--- config.mk ---
export PLATFORM = sky130hd
export DESIGN_NAME = gf180mcu_ocd_io__in_deglitch_flat
export DESIGN_NICKNAME = d
export VERILOG_FILES = /design/src/rtl/gf180mcu_ocd_io__in_deglitch_if.sv /design/src/rtl/gf180mcu_ocd_io__in_deglitch.sv /design/src/flat_wrapper.sv
export SDC_FILE = /design/constraint.sdc
export NUM_CORES = 1
export LEC_CHECK = 0
export BUFFER_PORTS_ARGS = -buffer_cell sky130_fd_sc_hd__buf_4
export CAP_MARGIN = 30
export CORE_UTILIZATION = 55
export CTS_CLUSTER_DIAMETER = 60
export DETAILED_ROUTE_END_ITERATION = 16
export PLACE_DENSITY = 0.81
export SLEW_MARGIN = 40
export SYNTH_ARGS = -nofsm -noshare
export SYNTH_HDL_FRONTEND = slang
export SYNTH_SLANG_ARGS = --single-unit
--- constraint.sdc ---
create_clock -name CLK -period 3.5 [get_ports CLK]
set_input_delay 0.35 -clock CLK [delete_from_list [all_inputs] [get_ports CLK]]
set_output_delay 0.35 -clock CLK [all_outputs]
set_load 0.005 [all_outputs]
--- src/rtl/gf180mcu_ocd_io__in_deglitch_if.sv ---
// Pad-input conditioner signal bundle: pad/config inputs towards the block,
// conditioned level, edge pulses, interrupt and pull controls back out.
interface gf180mcu_ocd_io__in_deglitch_if #(
    parameter int unsigned CNT_W = 8
);
    logic             PAD_Y;
    logic [CNT_W-1:0] FILT_LEN;
    logic [1:0]       IRQ_MODE;
    logic             IRQ_CLR;
    logic             PU_EN;
    logic             PD_EN;
    logic             Y_F;
    logic             RISE;
    logic             FALL;
    logic             IRQ;
    logic             PU;
    logic             PD;

    // Core-side driver of the conditioner
    modport master (
        output PAD_Y, FILT_LEN, IRQ_MODE, IRQ_CLR, PU_EN, PD_EN,
        input  Y_F, RISE, FALL, IRQ, PU, PD
    );

    // The conditioner itself
    modport slave (
        input  PAD_Y, FILT_LEN, IRQ_MODE, IRQ_CLR, PU_EN, PD_EN,
        output Y_F, RISE, FALL, IRQ, PU, PD
    );
endinterface

--- src/rtl/gf180mcu_ocd_io__in_deglitch.sv ---
// Pad input conditioner: two-flop synchroniser, programmable stability filter,
// single-cycle edge pulses, sticky maskable edge interrupt and pull control.
module gf180mcu_ocd_io__in_deglitch #(
    parameter int unsigned CNT_W   = 8,
    parameter bit          RST_VAL = 1'b0
) (
    input logic CLK,
    input logic RN,
    gf180mcu_ocd_io__in_deglitch_if.slave bus
);
    localparam logic [CNT_W-1:0] CntZero = '0;
    localparam logic [CNT_W-1:0] CntOne  = CNT_W'(1);

    logic             r_sync1;
    logic             r_sync2;
    logic             r_yf;
    logic [CNT_W-1:0] r_cnt;
    logic             r_rise;
    logic             r_fall;
    logic             r_irq;
    logic             r_pu;
    logic             r_pd;

    logic [CNT_W-1:0] w_len_m1;
    logic             w_mismatch;
    logic             w_expire;
    logic             w_irq_set;

    // Filter length 0 behaves as 1, so the threshold L-1 saturates at zero
    assign w_len_m1   = (bus.FILT_LEN == CntZero) ? CntZero : (bus.FILT_LEN - CntOne);
    assign w_mismatch = (r_sync2 != r_yf);
    // >= so that shrinking FILT_LEN mid-count takes effect on the next mismatch
    assign w_expire   = w_mismatch && (r_cnt >= w_len_m1);
    assign w_irq_set  = (r_rise && bus.IRQ_MODE[0]) || (r_fall && bus.IRQ_MODE[1]);

    // Two-flop synchroniser; r_sync2 is the only consumer of the pad
    always_ff @(posedge CLK or negedge RN) begin
        if (!RN) begin
            r_sync1 <= RST_VAL;
            r_sync2 <= RST_VAL;
        end else begin
            r_sync1 <= bus.PAD_Y;
            r_sync2 <= r_sync1;
        end
    end

    // Stability counter and filtered level; counter stays within 0..L-1
    always_ff @(posedge CLK or negedge RN) begin
        if (!RN) begin
            r_yf  <= RST_VAL;
            r_cnt <= CntZero;
        end else if (!w_mismatch) begin
            r_cnt <= CntZero;
        end else if (w_expire) begin
            r_yf  <= r_sync2;
            r_cnt <= CntZero;
        end else begin
            r_cnt <= r_cnt + CntOne;
        end
    end

    // Edge pulses registered on the same edge as the filtered level update
    always_ff @(posedge CLK or negedge RN) begin
        if (!RN) begin
            r_rise <= 1'b0;
            r_fall <= 1'b0;
        end else begin
            r_rise <= w_expire && r_sync2;
            r_fall <= w_expire && !r_sync2;
        end
    end

    // Sticky interrupt: a set condition beats a simultaneous clear
    always_ff @(posedge CLK or negedge RN) begin
        if (!RN) begin
            r_irq <= 1'b0;
        end else if (w_irq_set) begin
            r_irq <= 1'b1;
        end else if (bus.IRQ_CLR) begin
            r_irq <= 1'b0;
        end
    end

    // Pull controls; a conflicting request releases both so the pad never fights
    always_ff @(posedge CLK or negedge RN) begin
        if (!RN) begin
            r_pu <= 1'b0;
            r_pd <= 1'b0;
        end else begin
            r_pu <= bus.PU_EN && !bus.PD_EN;
            r_pd <= bus.PD_EN && !bus.PU_EN;
        end
    end

    assign bus.Y_F  = r_yf;
    assign bus.RISE = r_rise;
    assign bus.FALL = r_fall;
    assign bus.IRQ  = r_irq;
    assign bus.PU   = r_pu;
    assign bus.PD   = r_pd;
endmodule

--- src/flat_wrapper.sv ---
// flat-port wrapper written by rule: the top's interface ports become plain ports
module gf180mcu_ocd_io__in_deglitch_flat 
#(
    parameter int unsigned CNT_W   = 8,
    parameter bit          RST_VAL = 1'b0
)
  (CLK, RN, bus_PAD_Y, bus_FILT_LEN, bus_IRQ_MODE, bus_IRQ_CLR, bus_PU_EN, bus_PD_EN, bus_Y_F, bus_RISE, bus_FALL, bus_IRQ, bus_PU, bus_PD);
  gf180mcu_ocd_io__in_deglitch_if #(.CNT_W(CNT_W)) bus_i ();
  input logic CLK;
  input logic RN;
  input wire logic [$bits(bus_i.PAD_Y)-1:0] bus_PAD_Y;
  input wire logic [$bits(bus_i.FILT_LEN)-1:0] bus_FILT_LEN;
  input wire logic [$bits(bus_i.IRQ_MODE)-1:0] bus_IRQ_MODE;
  input wire logic [$bits(bus_i.IRQ_CLR)-1:0] bus_IRQ_CLR;
  input wire logic [$bits(bus_i.PU_EN)-1:0] bus_PU_EN;
  input wire logic [$bits(bus_i.PD_EN)-1:0] bus_PD_EN;
  output wire logic [$bits(bus_i.Y_F)-1:0] bus_Y_F;
  output wire logic [$bits(bus_i.RISE)-1:0] bus_RISE;
  output wire logic [$bits(bus_i.FALL)-1:0] bus_FALL;
  output wire logic [$bits(bus_i.IRQ)-1:0] bus_IRQ;
  output wire logic [$bits(bus_i.PU)-1:0] bus_PU;
  output wire logic [$bits(bus_i.PD)-1:0] bus_PD;
  assign bus_i.PAD_Y = bus_PAD_Y;
  assign bus_i.FILT_LEN = bus_FILT_LEN;
  assign bus_i.IRQ_MODE = bus_IRQ_MODE;
  assign bus_i.IRQ_CLR = bus_IRQ_CLR;
  assign bus_i.PU_EN = bus_PU_EN;
  assign bus_i.PD_EN = bus_PD_EN;
  assign bus_Y_F = bus_i.Y_F;
  assign bus_RISE = bus_i.RISE;
  assign bus_FALL = bus_i.FALL;
  assign bus_IRQ = bus_i.IRQ;
  assign bus_PU = bus_i.PU;
  assign bus_PD = bus_i.PD;
  gf180mcu_ocd_io__in_deglitch #(.CNT_W(CNT_W), .RST_VAL(RST_VAL)) u_core (.CLK(CLK), .RN(RN), .bus(bus_i));
endmodule
==> results.sh, run 1 <==
export IMPL_synthFlopType="sky130_fd_sc_hd__dfrtp_1"
export IMPL_die_height_um=43.31
export IMPL_synth_avg_cell_area_um2=9.878
export IMPL_count_of_tritonroute_iterations_in_the_first_routing_pass=4
export IMPL_maxCapViolations=0
export IMPL_cp_arrival_ns=2.57
export IMPL_finalSetupViolCount=0
export IMPL_design_core_area_um2=1541
export IMPL_post_cts_hold_buffer_count=1
export IMPL_postLayoutCoreUtil=0.7541
export IMPL_synth_top_cells_by_count="sky130_fd_sc_hd__dfrtp_1, sky130_fd_sc_hd__ha_1, sky130_fd_sc_hd__nor2_1"
export IMPL_async_reset_ff_frac=1.000
export IMPL_worstSetupPathType="input port to flop"
export IMPL_fraction_of_final_layout_cells_sized_beyond_drive_strength_1=0.2149
export IMPL_final_antenna_net_count=0
export IMPL_initial_core_util=0.6088
export IMPL_hold_path_class="input port to flop"
export IMPL_detail_route_drc_violations=0
export IMPL_static_leakage_power_nw=0.5900
export IMPL_synthesis_instances=95
export IMPL_post_synth_top_count_cell="sky130_fd_sc_hd__dfrtp_1"
export IMPL_totalWireLength_um=1805
export IMPL_fin_worst_skew_ns=0.001641
export IMPL_cts_post_setup_buffers_inserted=0
export IMPL_worst_slew_pin_transition_ns=0.3521
export IMPL_path_clk_slew_ns=0.09
export IMPL_clock_path_buffers=2
export IMPL_initial_antenna_violation_count=0
export IMPL_final_max_slew_violation_count=0
export IMPL_cts_buffers=3
export IMPL_result_of_the_run="complete, no violations"
export IMPL_vias_per_cell=5.642
export IMPL_synth_edf_count=0
export IMPL_antenna_cells=0
export IMPL_fin_nets=148
export IMPL_stdcell_count=137
export IMPL_dp_final_hpwl_um=1448
export IMPL_globalplace_congestion=0.7785
export IMPL_netlist_top_cells_area="sky130_fd_sc_hd__dfrtp_1, sky130_fd_sc_hd__ha_1, sky130_fd_sc_hd__xor2_1"
export IMPL_final_cell_area_um2=1162
export IMPL_floorplan_rows=14
export IMPL_wl_per_cell_um=13.18
export IMPL_die_x_um=43.31
export IMPL_gr_usage_all_layers=0.2279
export IMPL_cts_root_cell="sky130_fd_sc_hd__clkbuf_4"
export IMPL_max_stage_delay_ns=0.58
export IMPL_portBuffers=21
export IMPL_postSynthRegisterBits=16
export IMPL_first_pass_grt_wire_length_um=3132
export IMPL_num_vias=773
export IMPL_synthDominantCellAreaShare=0.4267
export IMPL_p_per_area_nw_per_um2=419.5
export IMPL_placed_cells=132
export IMPL_synthDistinctLibCells=27
export IMPL_timing_slew_headroom=0.7631
export IMPL_report_final_hold_viol_count=0
export IMPL_slowest_stage_cell_cp="sky130_fd_sc_hd__or4_1"
export IMPL_post_cts_resized_instances=0
export IMPL_grt_pass1_vias=767
export IMPL_postPlaceCellArea_um2=1116
export IMPL_number_of_ports_placed_on_the_die_boundary=22
export IMPL_critPathLaunchType="input port"
export IMPL_crit_path_cell_trace="buf_4 > or4_1 > nor2_1 > xor2_1 > nand2_1 > ha_1 > a21oi_1 > o21ai_1 > a21oi_1 > mux2_1"
export IMPL_setup_ws_ns=1.108
export IMPL_vdd_ir_drop_max_mv=0.4225
export IMPL_final_min_period_over_clock_period=0.6834
export IMPL_finalSetupTns_ns=0
export IMPL_area_growth_synth_to_final_pct=23.87
export IMPL_cts_sinks=16
export IMPL_clock_latency_ns=0.29
export IMPL_yosysSeqAreaShare=0.4267
export IMPL_timing_critical_path_required_ns=3.68
export IMPL_design_die_area_um2=1875
export IMPL_ctsHtreeMaxLevel=1
export IMPL_rsz0062_at_grt="no"
export IMPL_tritoncts="done"
export IMPL_grt_ovfl_total=0
export IMPL_netlist_area_um2=938.4
export IMPL_synth_warnings=0
export IMPL_power_total_mw=0.4876
export IMPL_pin_count_of_the_biggest_net_entering_global_routing=17
export IMPL_worst_setup_path_end_kind="flop"
export IMPL_achievable_frequency_mhz=418.1
export IMPL_cell_accounting_for_the_most_synthesized_area="sky130_fd_sc_hd__dfrtp_1"
export IMPL_drt_first_iter_violations=22
export IMPL_hold_worst_slack_ns=0.1647
export IMPL_critPathMaxFanout=3
export IMPL_layout_min_cycle_time_ns=2.392
export IMPL_pre_cts_slack_ns=0.7872
export IMPL_mappedNetlistNets=121
export IMPL_critical_path_top_cell_by_count="sky130_fd_sc_hd__a21oi_1"
cells in the final DEF (no fill, tap or decap):
cell type / netlist / routed
sky130_fd_sc_hd__nand3_1: 6 / 6
sky130_fd_sc_hd__clkbuf_8: 0 / 1
sky130_fd_sc_hd__a22oi_1: 1 / 1
sky130_fd_sc_hd__dlygate4sd3_1: 0 / 1
sky130_fd_sc_hd__nand2_1: 7 / 7
sky130_fd_sc_hd__a31oi_1: 1 / 1
sky130_fd_sc_hd__and3_1: 2 / 2
sky130_fd_sc_hd__mux2_1: 1 / 1
sky130_fd_sc_hd__clkbuf_4: 0 / 3
sky130_fd_sc_hd__nor4_1: 1 / 1
sky130_fd_sc_hd__nor3b_1: 2 / 2
sky130_fd_sc_hd__buf_4: 0 / 21
sky130_fd_sc_hd__inv_1: 6 / 6
sky130_fd_sc_hd__nand4_1: 1 / 1
sky130_fd_sc_hd__nor2_1: 10 / 10
sky130_fd_sc_hd__nor3_1: 1 / 1
sky130_fd_sc_hd__nor4_2: 1 / 1
sky130_fd_sc_hd__mux2i_1: 2 / 2
sky130_fd_sc_hd__nand2b_1: 2 / 2
sky130_fd_sc_hd__dfrtp_1: 16 / 16
sky130_fd_sc_hd__o21ai_0: 2 / 2
sky130_fd_sc_hd__or4_1: 1 / 1
sky130_fd_sc_hd__o21ai_1: 1 / 1
sky130_fd_sc_hd__xor2_1: 7 / 7
sky130_fd_sc_hd__ha_1: 10 / 10
sky130_fd_sc_hd__a21oi_1: 5 / 5
sky130_fd_sc_hd__a211o_1: 1 / 1
sky130_fd_sc_hd__xnor2_1: 3 / 3
sky130_fd_sc_hd__nor2b_1: 3 / 3
sky130_fd_sc_hd__a2111o_1: 1 / 1
sky130_fd_sc_hd__o31ai_1: 1 / 1
registers in the layout, indices dropped and copies added (netlist names):
register,flops
u_core.r_sync2,1
u_core.bus.PU,1
u_core.bus.FALL,1
u_core.bus.Y_F,1
u_core.bus.IRQ,1
u_core.r_sync1,1
u_core.bus.RISE,1
u_core.bus.PD,1
u_core.r_cnt,8
report_power, final:
group | leakage, nW | internal (mW) | switching, mW | total (mW)
logic | 0.356 | 0.0673 | 0.0663 | 0.134
registers | 0.214 | 0.206 | 0.0294 | 0.235
clock network | 0.0210 | 0.0634 | 0.0554 | 0.119
final cells by class:
type / instances / area, um^2
tap: 16 / 20.02
fill: 113 / 379.1
sequential: 16 / 400.4
timing repair buffer: 22 / 167.7
multi-input combinational: 73 / 515.5
clock buffer: 4 / 36.28
inverter: 6 / 22.52
cell families after synthesis:
kind of cell,synth area share
xor gates and xnor gates,0.09334
DFF,0.4267
buffers and inverters,0.02400
AOI/OAI and AO/OA,0.08667
muxes,0.03333
and+or+nand+nor,0.2027
adders and majority gates,0.1333
routing by layer:
| metal | global-route usage | part of all wire |
|---|---|---|
| met4 | 0.1030 | 0.018 |
| met2 | 0.3642 | 0.51 |
| met1 | 0.2956 | 0.41 |
| met5 | 0 | 0 |
| met3 | 0.05106 | 0.058 |
worst max-delay path, delay by kind of cell:
kind,cells,cell delay (ns)
and+or+nand+nor,3,0.81
adders and majority gates,1,0.30
xor gates and xnor gates,1,0.18
muxes,1,0.35
AOI/OAI and AO/OA,3,0.46
buffers and inverters,1,0.12
final timing paths:
kind | from | end | slack, ns | depth (start not counted)
worst max-delay path | bus_FILT_LEN[3] | u_core.bus.Y_F | 1.11 | 10
worst min register to register | u_core.r_sync1 | u_core.r_sync2 | 0.36 | 0
min in group asynchronous | RN | u_core.bus.PU | 0.45 | 2
worst min-delay path | bus_PAD_Y | u_core.r_sync1 | 0.16 | 1
max in group asynchronous | RN | u_core.r_cnt[4] | 2.88 | 2
worst max register to register | u_core.r_cnt[0] | u_core.bus.Y_F | 1.41 | 6
No activity file was read; power rests on OpenSTA's default activity.
==> inputs of run 2 (changes only) <==
--- a/config.mk
+++ b/config.mk
@@ -5,12 +5,14 @@
 export SDC_FILE = /design/constraint.sdc
 export NUM_CORES = 1
 export LEC_CHECK = 0
+export ABC_AREA = 1
 export BUFFER_PORTS_ARGS = -buffer_cell sky130_fd_sc_hd__buf_4
 export CAP_MARGIN = 30
-export CORE_UTILIZATION = 55
+export CORE_ASPECT_RATIO = 0.7
+export CORE_UTILIZATION = 53
 export CTS_CLUSTER_DIAMETER = 60
 export DETAILED_ROUTE_END_ITERATION = 16
-export PLACE_DENSITY = 0.81
+export PLACE_DENSITY = 0.78
 export SLEW_MARGIN = 40
 export SYNTH_ARGS = -nofsm -noshare
 export SYNTH_HDL_FRONTEND = slang
==> constraint.sdc (replaced) <==
create_clock -name CLK -period 2.41 [get_ports CLK]
set_input_delay 0.241 -clock CLK [delete_from_list [all_inputs] [get_ports CLK]]
set_output_delay 0.241 -clock CLK [all_outputs]
set_load 0.005 [all_outputs]
==> run 2 against run 1 <==
Power rose by 40%; clock skew rose by 0.0037 ns; first-iteration DRC count rose by 36%; cell count rose by 31%; combinational power rose by 43%; die area rose by 13%; critical path type unchanged.
==> results.sh, run 2 <==
export IMPL_finalSetupViolCount=0
export IMPL_vias_per_cell=5.112
export IMPL_layout_cells_most_common_list="sky130_fd_sc_hd__nand2_1, sky130_fd_sc_hd__inv_1, sky130_fd_sc_hd__nor2_1, sky130_fd_sc_hd__buf_4, sky130_fd_sc_hd__dfrtp_1"
export IMPL_post_cts_resized_instances=0
export IMPL_final_max_slew_violation_count=0
export IMPL_area_growth_synth_to_final_pct=22.41
export IMPL_swShare=0.3094
export IMPL_power_frac_seq=0.464
export IMPL_antenna_cells=0
export IMPL_hold_path_class="input port to flop"
export IMPL_pin_count_of_the_biggest_net_entering_global_routing=17
export IMPL_design_core_area_um2=1697
export IMPL_grt_ovfl_total=0
export IMPL_cts_sinks=16
export IMPL_wl_per_cell_um=11.90
export IMPL_floorplan_rows=12
export IMPL_synthFlopType="sky130_fd_sc_hd__dfrtp_1"
export IMPL_rsz0062_at_grt="no"
export IMPL_grt_pass1_vias=799
export IMPL_gr_usage_all_layers=0.2460
export IMPL_final_min_period_over_clock_period=0.8268
export IMPL_hold_worst_slack_ns=0.05867
export IMPL_synth_top_cells_by_count="sky130_fd_sc_hd__nand2_1, sky130_fd_sc_hd__inv_1, sky130_fd_sc_hd__nor2_1"
export IMPL_netlist_area_um2=1027
export IMPL_timing_slew_headroom=0.8515
export IMPL_report_final_hold_viol_count=0
export IMPL_worst_setup_path_end_kind="flop"
export IMPL_cts_root_cell="sky130_fd_sc_hd__clkbuf_4"
export IMPL_drt_first_iter_violations=30
export IMPL_vdd_ir_drop_max_mv=0.6140
export IMPL_cp_arrival_ns=2.21
export IMPL_synth_avg_cell_area_um2=7.782
export IMPL_layout_cells_most_common="sky130_fd_sc_hd__nand2_1"
export IMPL_p_int_mw=0.4701
export IMPL_final_cell_area_um2=1257
export IMPL_critPathLaunchType="input port"
export IMPL_synthesis_instances=132
export IMPL_totalWireLength_um=2130
export IMPL_timing_critical_path_required_ns=2.63
export IMPL_num_vias=915
export IMPL_combPwrFrac=0.280
export IMPL_dp_final_hpwl_um=1799
export IMPL_p_per_area_nw_per_um2=541.3
export IMPL_static_leakage_power_nw=0.6947
export IMPL_synth_warnings=0
export IMPL_postPlaceCellArea_um2=1211
export IMPL_multi_input_area_um2=544.3
export IMPL_synth_edf_count=0
export IMPL_stdcell_count=179
export IMPL_clkPwrFrac=0.255
export IMPL_path_clk_slew_ns=0.08
export IMPL_slowest_stage_cell_cp="sky130_fd_sc_hd__ha_1"
export IMPL_cts_post_setup_buffers_inserted=0
export IMPL_cts_buffers=3
export IMPL_result_of_the_run="complete, no violations"
export IMPL_yosysSeqAreaShare=0.3898
export IMPL_crit_path_cell_trace="buf_4 > inv_1 > ha_1 > inv_1 > nor2_1 > nand2_1 > inv_1 > nand3_1 > o21ai_0 > ha_1 > nand2_1 > nand2_1 > nor2_1 > nand2_1 > nand2_2 > nand3_4 > nor2_1"
export IMPL_fraction_of_final_layout_cells_sized_beyond_drive_strength_1=0.2025
export IMPL_final_antenna_net_count=0
export IMPL_critPathMaxFanout=8
export IMPL_fillCellCount=128
export IMPL_die_x_um=54.62
export IMPL_design_die_area_um2=2121
export IMPL_initial_antenna_violation_count=0
export IMPL_number_of_ports_placed_on_the_die_boundary=22
export IMPL_synthDominantCellAreaShare=0.3898
export IMPL_fin_nets=185
export IMPL_max_stage_delay_ns=0.26
export IMPL_async_reset_ff_frac=1.000
export IMPL_netlist_top_cells_area="sky130_fd_sc_hd__dfrtp_1, sky130_fd_sc_hd__ha_1, sky130_fd_sc_hd__nand2_1"
export IMPL_globalplace_congestion=0.7517
export IMPL_netSwitchingPower_mw=0.2106
export IMPL_mappedNetlistNets=158
export IMPL_die_height_um=38.84
export IMPL_clock_latency_ns=0.29
export IMPL_register_area_um2=400.4
export IMPL_tritoncts="done"
export IMPL_critical_path_top_cell_by_count="sky130_fd_sc_hd__nand2_1"
export IMPL_layout_min_cycle_time_ns=1.993
export IMPL_postSynthRegisterBits=16
export IMPL_fin_worst_skew_ns=0.005312
export IMPL_clock_path_buffers=2
export IMPL_largest_register_ffs=8
export IMPL_cell_accounting_for_the_most_synthesized_area="sky130_fd_sc_hd__dfrtp_1"
export IMPL_portBuffers=21
export IMPL_placed_cells=174
export IMPL_first_pass_grt_wire_length_um=3436
export IMPL_registers_top_by_ff_count="u_core.r_cnt"
export IMPL_maxCapViolations=0
export IMPL_power_total_mw=0.6807
export IMPL_worst_slew_pin_transition_ns=0.2217
export IMPL_ctsHtreeMaxLevel=1
export IMPL_finalSetupTns_ns=0
export IMPL_worstSetupPathType="input port to flop"
export IMPL_post_synth_top_count_cell="sky130_fd_sc_hd__nand2_1"
export IMPL_detail_route_drc_violations=0
export IMPL_count_of_tritonroute_iterations_in_the_first_routing_pass=4
export IMPL_achievable_frequency_mhz=501.9
export IMPL_synthDistinctLibCells=20
export IMPL_initial_core_util=0.6055
==> run 2: through the flow <==
step	utilization	setup slack, ns
after floorplan	-	0.5779
after global placement	0.7139	0.3028
after detailed placement	0.7139	0.1595
after CTS	0.7412	0.4603
after global routing	0.7412	0.2461
final	0.7412	0.4175
==> run 2: cells by family after synthesis <==
logic type      Yosys count  synth area share
buf+inv                  22           0.08039
compound gates           11           0.05968
fa+ha+maj                10            0.1218
simple gates             67            0.2972
xor+xnor                  6           0.05116
flops                    16            0.3898
==> run 2: metal layers <==
layer | GRT usage | up-vias | share of wire
met1 | 0.2943 | 429 | 0.44
met2 | 0.4096 | 21 | 0.49
met5 | 0 | - | 0
li1 | - | 460 | -
met3 | 0.08235 | 5 | 0.057
met4 | 0.08333 | 0 | 0.011
==> run 2: layout make-up <==
| class | count | share of cell area |
|---|---|---|
| Timing Repair Buffer | 22 | 0.1333 |
| Multi-Input combinational cell | 94 | 0.4328 |
| Sequential cell | 16 | 0.3184 |
| Clock buffer | 4 | 0.02886 |
| Inverter | 22 | 0.06567 |
| Tap cell | 21 | 0.02090 |
==> run 2: worst paths after layout <==
path,start,endpoint,slack [ns],cells after the start
max in group asynchronous,RN,u_core.r_cnt[2],1.90,2
min,bus_PAD_Y,u_core.r_sync1,0.06,1
min reg2reg,u_core.r_sync1,u_core.r_sync2,0.36,0
max,bus_FILT_LEN[0],u_core.r_cnt[2],0.42,17
min in group asynchronous,RN,u_core.bus.IRQ,0.33,2
max reg2reg,u_core.r_cnt[3],u_core.r_cnt[2],0.91,8
==> run 2: critical path: cells and delay by family <==
family | cells | cell delay, ns
and+or+nand+nor | 10 | 1.06
adders and majority gates | 2 | 0.42
buffers and inverters | 4 | 0.36
AOI/OAI and AO/OA | 1 | 0.13
==> run 2: power by group through the flow <==
| stage | clock [mW] | sequential [mW] | combinational [mW] |
|---|---|---|---|
| CTS | 0.181 | 0.316 | 0.193 |
| global placement | 0 | 0.320 | 0.178 |
| detailed placement | 0 | 0.322 | 0.191 |
| global route | 0.194 | 0.320 | 0.221 |
| floorplan | 0 | 0.317 | 0.122 |
| finish | 0.174 | 0.316 | 0.191 |
==> run 2: timing repair <==
action,CTS,global route
hold buffers,1,0
endpoints found under the setup margin,0,0
hold endpoints to repair,16,0
